`config.mk`:
```
export PLATFORM = sky130hd
export DESIGN_NAME = i1_req_scheduler
export DESIGN_NICKNAME = d
export VERILOG_FILES = /design/src/rtl/i1_req_scheduler.sv
export SDC_FILE = /design/constraint.sdc
export NUM_CORES = 1
export LEC_CHECK = 0
export CORE_MARGIN = 3
export CORE_UTILIZATION = 50
export CTS_CLUSTER_SIZE = 10
export DETAILED_ROUTE_END_ITERATION = 12
export GPL_TIMING_DRIVEN = 0
export MAX_ROUTING_LAYER = met4
export PLACE_DENSITY = 0.75
export SYNTH_ARGS = -nofsm -noshare
export SYNTH_HDL_FRONTEND = slang
export SYNTH_SLANG_ARGS = --single-unit
```
`constraint.sdc`:
```
create_clock -name clk -period 9 [get_ports clk]
set_input_delay 1.35 -clock clk [delete_from_list [all_inputs] [get_ports clk]]
set_output_delay 1.35 -clock clk [all_outputs]
set_load 0.02 [all_outputs]
```
`src/rtl/i1_req_scheduler.sv`:
```
// Round-robin scheduler for the i1 decode request lines.
// One requester owns the shared decode path at a time. Each grant is bounded
// by a hold limit and is followed by an optional cooldown. All outputs are
// registered, so a request becomes a grant one clock after it is seen in IDLE.
module i1_req_scheduler #(
  parameter int NREQ     = 7,
  parameter int MAX_HOLD = 8,
  parameter int COOL     = 1
) (
  input  logic                    clk,
  input  logic                    rst,
  input  logic                    en,
  input  logic [NREQ-1:0]         req,
  input  logic                    done_i,
  output logic [NREQ-1:0]         grant,
  output logic [$clog2(NREQ)-1:0] grant_id,
  output logic                    busy,
  output logic                    timeout
);

  localparam int IDW = $clog2(NREQ);
  localparam int HW  = 8;
  localparam int CW  = 4;

  localparam logic [HW-1:0]  HOLD_LAST = HW'(MAX_HOLD - 1);
  localparam logic [CW-1:0]  COOL_LAST = CW'((COOL > 0) ? (COOL - 1) : 0);
  localparam logic [IDW-1:0] LAST_ID   = IDW'(NREQ - 1);

  typedef enum logic [1:0] {
    S_IDLE  = 2'd0,
    S_GRANT = 2'd1,
    S_COOL  = 2'd2
  } state_t;

  state_t          state_q, state_d;
  logic [IDW-1:0]  rr_ptr, rr_d;
  logic [HW-1:0]   hold_cnt, hold_d;
  logic [CW-1:0]   cool_cnt, cool_d;
  logic [NREQ-1:0] grant_d;
  logic [IDW-1:0]  id_d;
  logic            busy_d;
  logic            timeout_d;

  logic            found;
  logic [IDW-1:0]  pick;

  logic            rel_done;
  logic            rel_drop;
  logic            rel_max;

  // Find the first active request at or above rr_ptr, wrapping past the top index.
  always_comb begin
    int idx;
    found = 1'b0;
    pick  = '0;
    idx   = 0;
    for (int i = 0; i < NREQ; i++) begin
      idx = (int'(rr_ptr) + i) % NREQ;
      if (!found && req[idx]) begin
        found = 1'b1;
        pick  = IDW'(idx);
      end
    end
  end

  // Next-state and next-output logic; every register holds unless a transition says otherwise.
  always_comb begin
    state_d   = state_q;
    rr_d      = rr_ptr;
    hold_d    = hold_cnt;
    cool_d    = cool_cnt;
    grant_d   = grant;
    id_d      = grant_id;
    busy_d    = busy;
    timeout_d = 1'b0;

    rel_done  = done_i;
    rel_drop  = ~|(req & grant);
    rel_max   = (hold_cnt == HOLD_LAST);

    case (state_q)
      S_IDLE: begin
        if (en && found) begin
          state_d = S_GRANT;
          grant_d = NREQ'(1) << pick;
          id_d    = pick;
          busy_d  = 1'b1;
          hold_d  = '0;
          rr_d    = (pick == LAST_ID) ? '0 : pick + IDW'(1);
        end
      end

      S_GRANT: begin
        if (rel_done || rel_drop || rel_max) begin
          grant_d   = '0;
          id_d      = '0;
          hold_d    = '0;
          timeout_d = rel_max && !rel_done && !rel_drop;
          if (COOL > 0) begin
            state_d = S_COOL;
            cool_d  = '0;
          end else begin
            state_d = S_IDLE;
            busy_d  = 1'b0;
          end
        end else begin
          hold_d = hold_cnt + HW'(1);
        end
      end

      S_COOL: begin
        if (cool_cnt == COOL_LAST) begin
          state_d = S_IDLE;
          busy_d  = 1'b0;
          cool_d  = '0;
        end else begin
          cool_d = cool_cnt + CW'(1);
        end
      end

      default: begin
        state_d = S_IDLE;
        grant_d = '0;
        id_d    = '0;
        busy_d  = 1'b0;
        hold_d  = '0;
        cool_d  = '0;
      end
    endcase
  end

  // State and output registers; reset drops any grant without a timeout pulse.
  always_ff @(posedge clk) begin
    if (rst) begin
      state_q  <= S_IDLE;
      rr_ptr   <= '0;
      hold_cnt <= '0;
      cool_cnt <= '0;
      grant    <= '0;
      grant_id <= '0;
      busy     <= 1'b0;
      timeout  <= 1'b0;
    end else begin
      state_q  <= state_d;
      rr_ptr   <= rr_d;
      hold_cnt <= hold_d;
      cool_cnt <= cool_d;
      grant    <= grant_d;
      grant_id <= id_d;
      busy     <= busy_d;
      timeout  <= timeout_d;
    end
  end

endmodule

```
======== After elaboration in Yosys (flattened, before gate mapping) ========
Cells that the tools add are included.
storage, ports and cells
  word-level logic and storage cells ...... 128
  output and inout port bits .............. 12
  input port bits ......................... 11
  register bits after elaboration ......... 29
operators by class
  magnitude comparators ................... 7
  muxes and demuxes ....................... 55
  reduce and logical (&&, ||, !) cells .... 29
  divide/modulo/power cells ............... 7
  shifts and indexed selects .............. 1
  add/subtract/negate cells ............... 9
  equality and inequality tests ........... 7
  bitwise logic cells ..................... 5
operators by type and width
  kind                   count
  $lt 32x5->1 const B    7
  $mod 32x4->32 const B  6
  $mod 4x4->32 const B   1
  $mux 3                 10
  $pmux 8 s3             1
  $mux 1                 23
  $bmux 1 s3             7
  $pmux 7 s3             1
  $mux 8                 2
  $mux 7                 2
  $add 3x3->4 const B    3
  $pmux 4 s3             1
  $logic_and 1x1->1      9
  $pmux 3 s3             1
  $reduce_and 3->1       3
  $add 3x2->4 const B    2
  $add 8x1->8 const B    1
  $eq 8x3->1 const B     1
  $logic_not 1->1        8
  $mux 4                 2
  $and 7x7->7            1
  $reduce_or 7->1        1
  $shl 1x3->7 const A    1
  $mux 2                 3
  other kinds (15)       23

======== Longest topological paths before layout ========
Gate-level depths: netlist of the first run.
  depth in word-level cells ............... 26
  gate-level depth with buffers ........... 22
  depth with buffers taken out ............ 20

======== Worst setup path before layout of the first run ========
OpenSTA, ideal clock, no wires.
  kind .................................... register -> register
  from .................................... register rr_ptr[1]
  to ...................................... register rr_ptr[2]
  cell stages (with the launch flop) ...... 23
  setup time .............................. 0.092 ns
  clock period less this slack ............ 5.210 ns
  setup slack ............................. 3.790 ns
  buffers on the path ..................... 3
  data required time ...................... 8.908 ns
  arrival ................................. 5.117 ns
  path through ............................ dfxtp_1 > clkbuf_1 > clkbuf_1 > inv_1 > ha_1 > ha_1 > ha_1 > a31oi_1 > xnor2_1 > ha_1 > clkbuf_1 > o211ai_1 > nand2_1 > mux2i_1 > a21bo_2 > o21ai_2 > nand4_1 > o32a_1 > o21ai_2 > nor2_1 > ha_1 > or3_1 > o32ai_1
on the way
  word-level cells in the longest chain between the ends .. 25
  elaborated cells on any way between the ends .. 65
  those cells by class .................... add/sub: 7; div: 7; eq/ne: 1; mux: 36; reduce/logical: 14
RTL lines
  element                                                 line  source
  from (decl)                                             36    logic [IDW-1:0] rr_ptr, rr_d;
  from (signal assigned)                                  145   rr_ptr <= rr_d;
  branches (longest 25 deep; another with $mod 32x4->32)  n/a
Parallel ways; which one is timed is not known. The select of a mux whose other input is x is not followed.
A chain may end at the register's enable or synchronous reset.

======== Worst setup path in the final report of the first run ========
Ends and elaborated chain as after synthesis.

==> summary.md, run 1 <==
Route
* **total number of vias** 4457
* **Total Routed Length** 12320 um
* **post-route DRC violation count** 0
* **count of routing violations after the opening detailed-route iteration** 460
* **remaining antenna violation count** 0
* **detailed-router iteration count before antenna repair** 5
* **wire length per cell** 18.31 um
* **drt via density** 6.623

Synthesis
* **Post-synth ARST share** 0%
* **per-instance average area after synthesis** 7.751 um2
* **count of flip-flops with a built-in enable after synthesis** 0
* **Seq cells post-synth** 29
* **cell with the most instances after synthesis** sky130_fd_sc_hd__nand2_1
* **Cell Area, Synth** 0.004209 mm2
* **sequential fraction of the synthesis area** 13.79%
* **commonest cells in the synthesized netlist** sky130_fd_sc_hd__nand2_1 (52), sky130_fd_sc_hd__a21oi_1 (35), sky130_fd_sc_hd__nor2_1 (32), sky130_fd_sc_hd__ha_1 (30), sky130_fd_sc_hd__dfxtp_1 (29)
* **Yosys top cell area share** 13.79%
* **Synth Flop Type** sky130_fd_sc_hd__dfxtp_1
* **Gate Count Post-Synth** 543
* **yosys synthesis warning count** 0
* **largest cells by area after synthesis** sky130_fd_sc_hd__dfxtp_1 (14%), sky130_fd_sc_hd__ha_1 (8.9%), sky130_fd_sc_hd__mux2i_1 (4.8%)
* **number of different library cells in the post-synthesis netlist** 88
* **number of nets in the synthesized netlist** 584
* **post-synthesis cell type with the largest combined area** sky130_fd_sc_hd__dfxtp_1

Final layout
* **total inserted antenna cells** 0
* **ratio of cells with drive above 1 in the final layout** 11.38%
* **number of fill cells in the layout** 743
* **fin nets** 611
* **Non-Filler Cell Area, Final** 0.004623 mm2
* **Syn-to-layout area delta** 9.839%

CTS
* **Root Buffer Master** sky130_fd_sc_hd__clkbuf_8
* **number of hold-repair buffers added at the cts stage** 0
* **number of sinks handled by clock tree synthesis** 29
* **CTS-repair resized insts** 0
* **cts bufs inserted** 5
* **deepest level of the CTS H-tree** 2
* **Skew-Pair Late Insertion Delay** 280 ps
* **CTS clock-pin slew for the worst setup and hold paths** 70 ps
* **number of buffers inserted to repair setup after CTS** 0
* **maximum clock insertion buffer count** 2
* **TritonCTS clock tree** built

STA
* **smallest setup slack after layout** 2317 ps
* **number of endpoints with negative hold slack in the final report** 0
* **measured slew at the worst slew-check pin** 821.4 ps
* **post-layout min period** 6683 ps
* **count of final max-slew check failures** 0
* **sum of negative setup slack** 0 ps
* **count of final setup violators** 0
* **maximum clock frequency** 149.6 MHz
* **setup repair after global routing missed its margin** false
* **Setup Skew** 8.549 ps
* **relative slew slack** 43.67%
* **part of the cycle the worst path needs** 74.26%

Die
* **number of top-level pins** 23
* **Core Region** 0.007928 mm2
* **initial cell density of the core** 53.09%
* **site row count** 32
* **DIE HEIGHT** 97.75 um
* **Die X-Extent** 97.75 um
* **total die area** 0.009555 mm2

Run
* **reported max-cap violation count** 0

Setup path
* **Arr. time, crit path** 6870 ps
* **element type at the critical path start** register
* **Crit Path Category** reg -> reg
* **Setup crit end kind** register
* **Critical Path RT** 9180 ps
* **biggest fanout along the worst timing path** 10

Global route
* **antenna violations before repair** 0
* **number of global-route vias before repair** 4093
* **GR Overflow Total** 0
* **first-pass GRT wire length** 20040 um
* **maximum number of pins on one net before global-route repair** 12
* **all-layer global routing usage** 25.63%

Placement
* **DP Area** 0.004537 mm2
* **Final GP Congestion** 1.041
* **total of buffers placed on input and output ports** 20
* **worst slack, placed** 2514 ps
* **half-perimeter wire length after detailed placement** 9219 um

Worst hold path
* **Hold Crit Class** reg -> reg

Outcome
* **result of the run** finished, final reports clean

## cell type report
| cell class | instances | area (um2) | share of cell area [%] |
|---|---|---|---|
| Buffer | 31 | 196.4 | 4.249 |
| Clock buffer | 5 | 68.82 | 1.488 |
| Clock inverter | 3 | 17.52 | 0.3789 |
| Inverter | 24 | 90.09 | 1.949 |
| Multi-Input combinational cell | 459 | 3342 | 72.29 |
| Sequential cell | 29 | 580.6 | 12.56 |
| Tap cell | 102 | 127.6 | 2.760 |
| Timing Repair Buffer | 20 | 200.2 | 4.330 |
## path summary, 6_finish.rpt
path | slack, ps | cells past startpoint | start | to
max | 2320 | 22 | rr_ptr[1] | rr_ptr[2]
min reg2reg | 470 | 1 | grant_id[0] | grant_id[0]
min | 470 | 1 | grant_id[0] | grant_id[0]
max reg2reg | 2320 | 22 | rr_ptr[1] | rr_ptr[2]
## layer usage
| layer | wire length [um] | GRT usage (%) | share of wire [%] | vias to the layer above |
|---|---|---|---|---|
| met4 | 265 | 7.987 | 2.2 | 0 |
| met5 | 0 | - | 0 | - |
| met3 | 1206 | 4.429 | 9.8 | 36 |
| li1 | - | - | - | 2092 |
| met1 | 5433 | 34.90 | 44 | 2091 |
| met2 | 5416 | 38.75 | 44 | 238 |
## cell families after synthesis
kind of cell	after synthesis	synth area share [%]
AOI/OAI and AO/OA	169	29.25
xor gates and xnor gates	19	4.310
adders and majority gates	30	8.918
buffers and inverters	55	6.807
DFF	29	13.79
muxes	32	9.364
and+or+nand+nor	209	27.56
## worst max-delay path, stage by stage, from the launching register on
cell and delay (ps):
sky130_fd_sc_hd__dfxtp_1 590, sky130_fd_sc_hd__clkbuf_1 460, sky130_fd_sc_hd__clkbuf_1 490, sky130_fd_sc_hd__inv_1 340
sky130_fd_sc_hd__ha_1 480, sky130_fd_sc_hd__ha_1 250, sky130_fd_sc_hd__ha_1 270, sky130_fd_sc_hd__a31oi_1 240
sky130_fd_sc_hd__xnor2_1 210, sky130_fd_sc_hd__ha_1 250, sky130_fd_sc_hd__clkbuf_1 350, sky130_fd_sc_hd__o211ai_1 220
sky130_fd_sc_hd__nand2_1 170, sky130_fd_sc_hd__mux2i_1 290, sky130_fd_sc_hd__a21bo_2 270, sky130_fd_sc_hd__o21ai_2 260
sky130_fd_sc_hd__nand4_1 230, sky130_fd_sc_hd__o32a_1 230, sky130_fd_sc_hd__o21ai_2 130, sky130_fd_sc_hd__nor2_1 90
sky130_fd_sc_hd__ha_1 270, sky130_fd_sc_hd__or3_1 370, sky130_fd_sc_hd__o32ai_1 110
## registers in the layout (all words and copies together) (netlist names)
name      count
cool_cnt      4
rr_ptr        3
hold_cnt      8
timeout       1
grant_id      3
grant         7
busy          1
state_q       2
## metrics by stage
stage | instances | hold slack [ps] | util (%)
2_1_floorplan | 543 | 444.3 | -
3_3_place_gp | 665 | 451.7 | 57.23
3_5_place_dp | 665 | 447.6 | 57.23
4_1_cts | 673 | 472.2 | 58.32
5_1_grt | 673 | 489.5 | 58.32
6_report | 673 | 470.0 | 58.32
## placed cells by master (no fill, tap or decap), drive strengths merged, types with 7 or more instances in the layout
| cell type | count |
|---|---|
| ha | 30 |
| xnor2 | 14 |
| nand3 | 17 |
| a21o | 7 |
| clkdlybuf4s50 | 20 |
| nor2 | 32 |
| buf | 16 |
| mux2i | 22 |
| a211oi | 12 |
| nor2b | 13 |
| nor3b | 8 |
| inv | 24 |
| clkbuf | 20 |
| o2bb2ai | 9 |
| o21ai | 26 |
| and2 | 7 |
| or3 | 7 |
| dfxtp | 29 |
| nand2b | 20 |
| nand2 | 52 |
| a21oi | 38 |
| a31oi | 12 |
| nor3 | 11 |
Power of run 1 is not shown: default switching activity piles up to over one toggle a cycle in this logic, so the estimate is an artifact.
==> run 2: changes to the inputs <==
==> constraint.sdc (replaced) <==
create_clock -name clk -period 6.3 [get_ports clk]
set_input_delay 0.945 -clock clk [delete_from_list [all_inputs] [get_ports clk]]
set_output_delay 0.945 -clock clk [all_outputs]
set_load 0.02 [all_outputs]
==> summary.md, run 2 (same netlist as run 1, synthesis figures left out) <==
Global route
* **number of global-route vias before repair** 4093
* **all-layer global routing usage** 25.63%
* **maximum number of pins on one net before global-route repair** 12
* **GR Overflow Total** 0
* **antenna violations before repair** 0
* **first-pass GRT wire length** 20040 um

STA
* **measured slew at the worst slew-check pin** 831.3 ps
* **count of final setup violators** 0
* **sum of negative setup slack** 0 ps
* **relative slew slack** 42.99%
* **post-layout min period** 5911 ps
* **part of the cycle the worst path needs** 93.83%
* **Setup Skew** 7.605 ps
* **number of endpoints with negative hold slack in the final report** 0
* **maximum clock frequency** 169.2 MHz
* **count of final max-slew check failures** 0

Setup path
* **CP peak stage delay** 550 ps
* **startpoint of the most critical setup path** rr_ptr[0]
* **slack of the worst reg-to-reg path** 390 ps
* **Critical R2R Launch** rr_ptr[0]
* **Setup crit end kind** register
* **element type at the critical path start** register
* **biggest fanout along the worst timing path** 11
* **Arr. time, crit path** 6090 ps
* **capturing instance or port of the critical path** rr_ptr[2]
* **most used cell along the critical path** sky130_fd_sc_hd__ha_1
* **Crit Path Category** reg -> reg
* **list of cells traversed by the critical path** buf_6 > inv_1 > clkbuf_1 > ha_2 > ha_1 > ha_1 > a31oi_1 > xnor2_1 > ha_1 > clkbuf_2 > o211ai_1 > nand2_1 > mux2i_1 > a21bo_2 > o211ai_1 > and3b_1 > o2111ai_1 > a21oi_1 > nor2_1 > ha_1 > or3_1 > o32ai_1
* **worst r2r path cells** 22
* **cell at the slowest stage of the critical path** sky130_fd_sc_hd__clkbuf_1
* **Critical Path RT** 6480 ps
* **endpoint of the worst-slack reg-to-reg timing path** rr_ptr[2]

Worst hold path
* **number of cells traversed by the worst hold path** 1
* **Hold Crit Class** reg -> reg
* **launch instance of the worst min-delay path** grant_id[0]

Die
* **Core Region** 0.007928 mm2
* **site row count** 32
* **number of top-level pins** 23
* **total die area** 0.009555 mm2
* **Die X-Extent** 97.75 um
* **DIE HEIGHT** 97.75 um
* **initial cell density of the core** 53.09%

CTS
* **number of buffers inserted to repair setup after CTS** 0
* **maximum clock insertion buffer count** 2
* **deepest level of the CTS H-tree** 2
* **TritonCTS clock tree** built
* **CTS clock-pin slew for the worst setup and hold paths** 60 ps
* **Skew-Pair Late Insertion Delay** 280 ps
* **Root Buffer Master** sky130_fd_sc_hd__clkbuf_8
* **number of hold-repair buffers added at the cts stage** 0
* **cts bufs inserted** 5
* **number of sinks handled by clock tree synthesis** 29

Final layout
* **register with the most flip-flops** hold_cnt
* **top flop regs** hold_cnt x8, grant x7, cool_cnt x4
* **Non-Filler Cell Area, Final** 0.004631 mm2
* **total inserted antenna cells** 0
* **post-layout instance count excluding filler cells** 673
* **most frequent standard cell in the layout excluding fill and tap cells** sky130_fd_sc_hd__nand2_1
* **top library cells by usage in the layout, fill and taps aside** sky130_fd_sc_hd__nand2_1 (52), sky130_fd_sc_hd__a21oi_1 (35), sky130_fd_sc_hd__nor2_1 (32)
* **fin nets** 611
* **Syn-to-layout area delta** 10.02%
* **Util after Layout** 58.41%
* **Largest register FFs** 8
* **ratio of cells with drive above 1 in the final layout** 12.26%

Outcome
* **result of the run** finished, final reports clean

Placement
* **Final GP Congestion** 1.041
* **total placed cells including tap cells** 665
* **half-perimeter wire length after detailed placement** 9219 um
* **DP Area** 0.004537 mm2
* **total of buffers placed on input and output ports** 20

Route
* **wire length per cell** 18.30 um
* **drt via density** 6.596
* **Total Routed Length** 12310 um
* **remaining antenna violation count** 0
* **total number of vias** 4439
* **detailed-router iteration count before antenna repair** 5
* **post-route DRC violation count** 0
* **count of routing violations after the opening detailed-route iteration** 394

Run
* **reported max-cap violation count** 0

-- run 2: cell counts in the layout (fill, tap and decap cells not counted) --
Identical to the previous run, type by type.
-- run 2: critical path: cells and delay by family, from the launching register on --
family / cells / cell delay [ps]
AOI/OAI and AO/OA: 7 / 1460
xor gates and xnor gates: 1 / 210
adders and majority gates: 5 / 1490
buffers and inverters: 4 / 1130
DFF: 1 / 460
muxes: 1 / 280
and+or+nand+nor: 4 / 780
-- run 2: stage by stage --
step                      worst slack (ps)  hold slack [ps]
after CTS                            18.66            472.2
final                                388.6            468.8
after detailed placement            -186.3            447.6
after global placement              -79.71            451.7
after global routing                -2.716            489.5
after floorplan                       1090            444.3
-- run 2: what timing repair did --
item | 4_1_cts | 5_1_grt
pin swaps | 0 | 0
endpoints found under the setup margin | 2 | 19
gates resized for setup | 1 | 6
-- run 2: final cells by class --
| cell class | count | area, um2 |
|---|---|---|
| multi-input cells | 459 | 3344 |
| fillers | 741 | 3297 |
| flip-flops and latches | 29 | 581.8 |
| repair buffers | 20 | 200.2 |
| plain buffers | 31 | 200.2 |
| well taps | 102 | 127.6 |
| inverters | 24 | 90.09 |
| clock buffers | 5 | 68.82 |
| clock inverters | 3 | 17.52 |
-- run 2: worst min path at each step --
stage | to | slack [ps]
after floorplan | hold_cnt[1] | 440
after global placement | grant_id[0] | 450
after detailed placement | grant_id[0] | 450
after CTS | grant_id[0] | 470
after global routing | grant_id[0] | 490
final | grant_id[0] | 470
-- run 2: per-layer routing --
metal / global-route usage (%) / share of wire (%) / wire, um / up-vias
li1: - / - / - / 2087
met1: 34.90 / 45 / 5559 / 2086
met2: 38.75 / 43 / 5355 / 233
met3: 4.429 / 9.1 / 1121 / 33
met4: 7.987 / 2.3 / 278 / 0
met5: - / 0 / 0 / -
Power of run 2 is left out for the same reason.
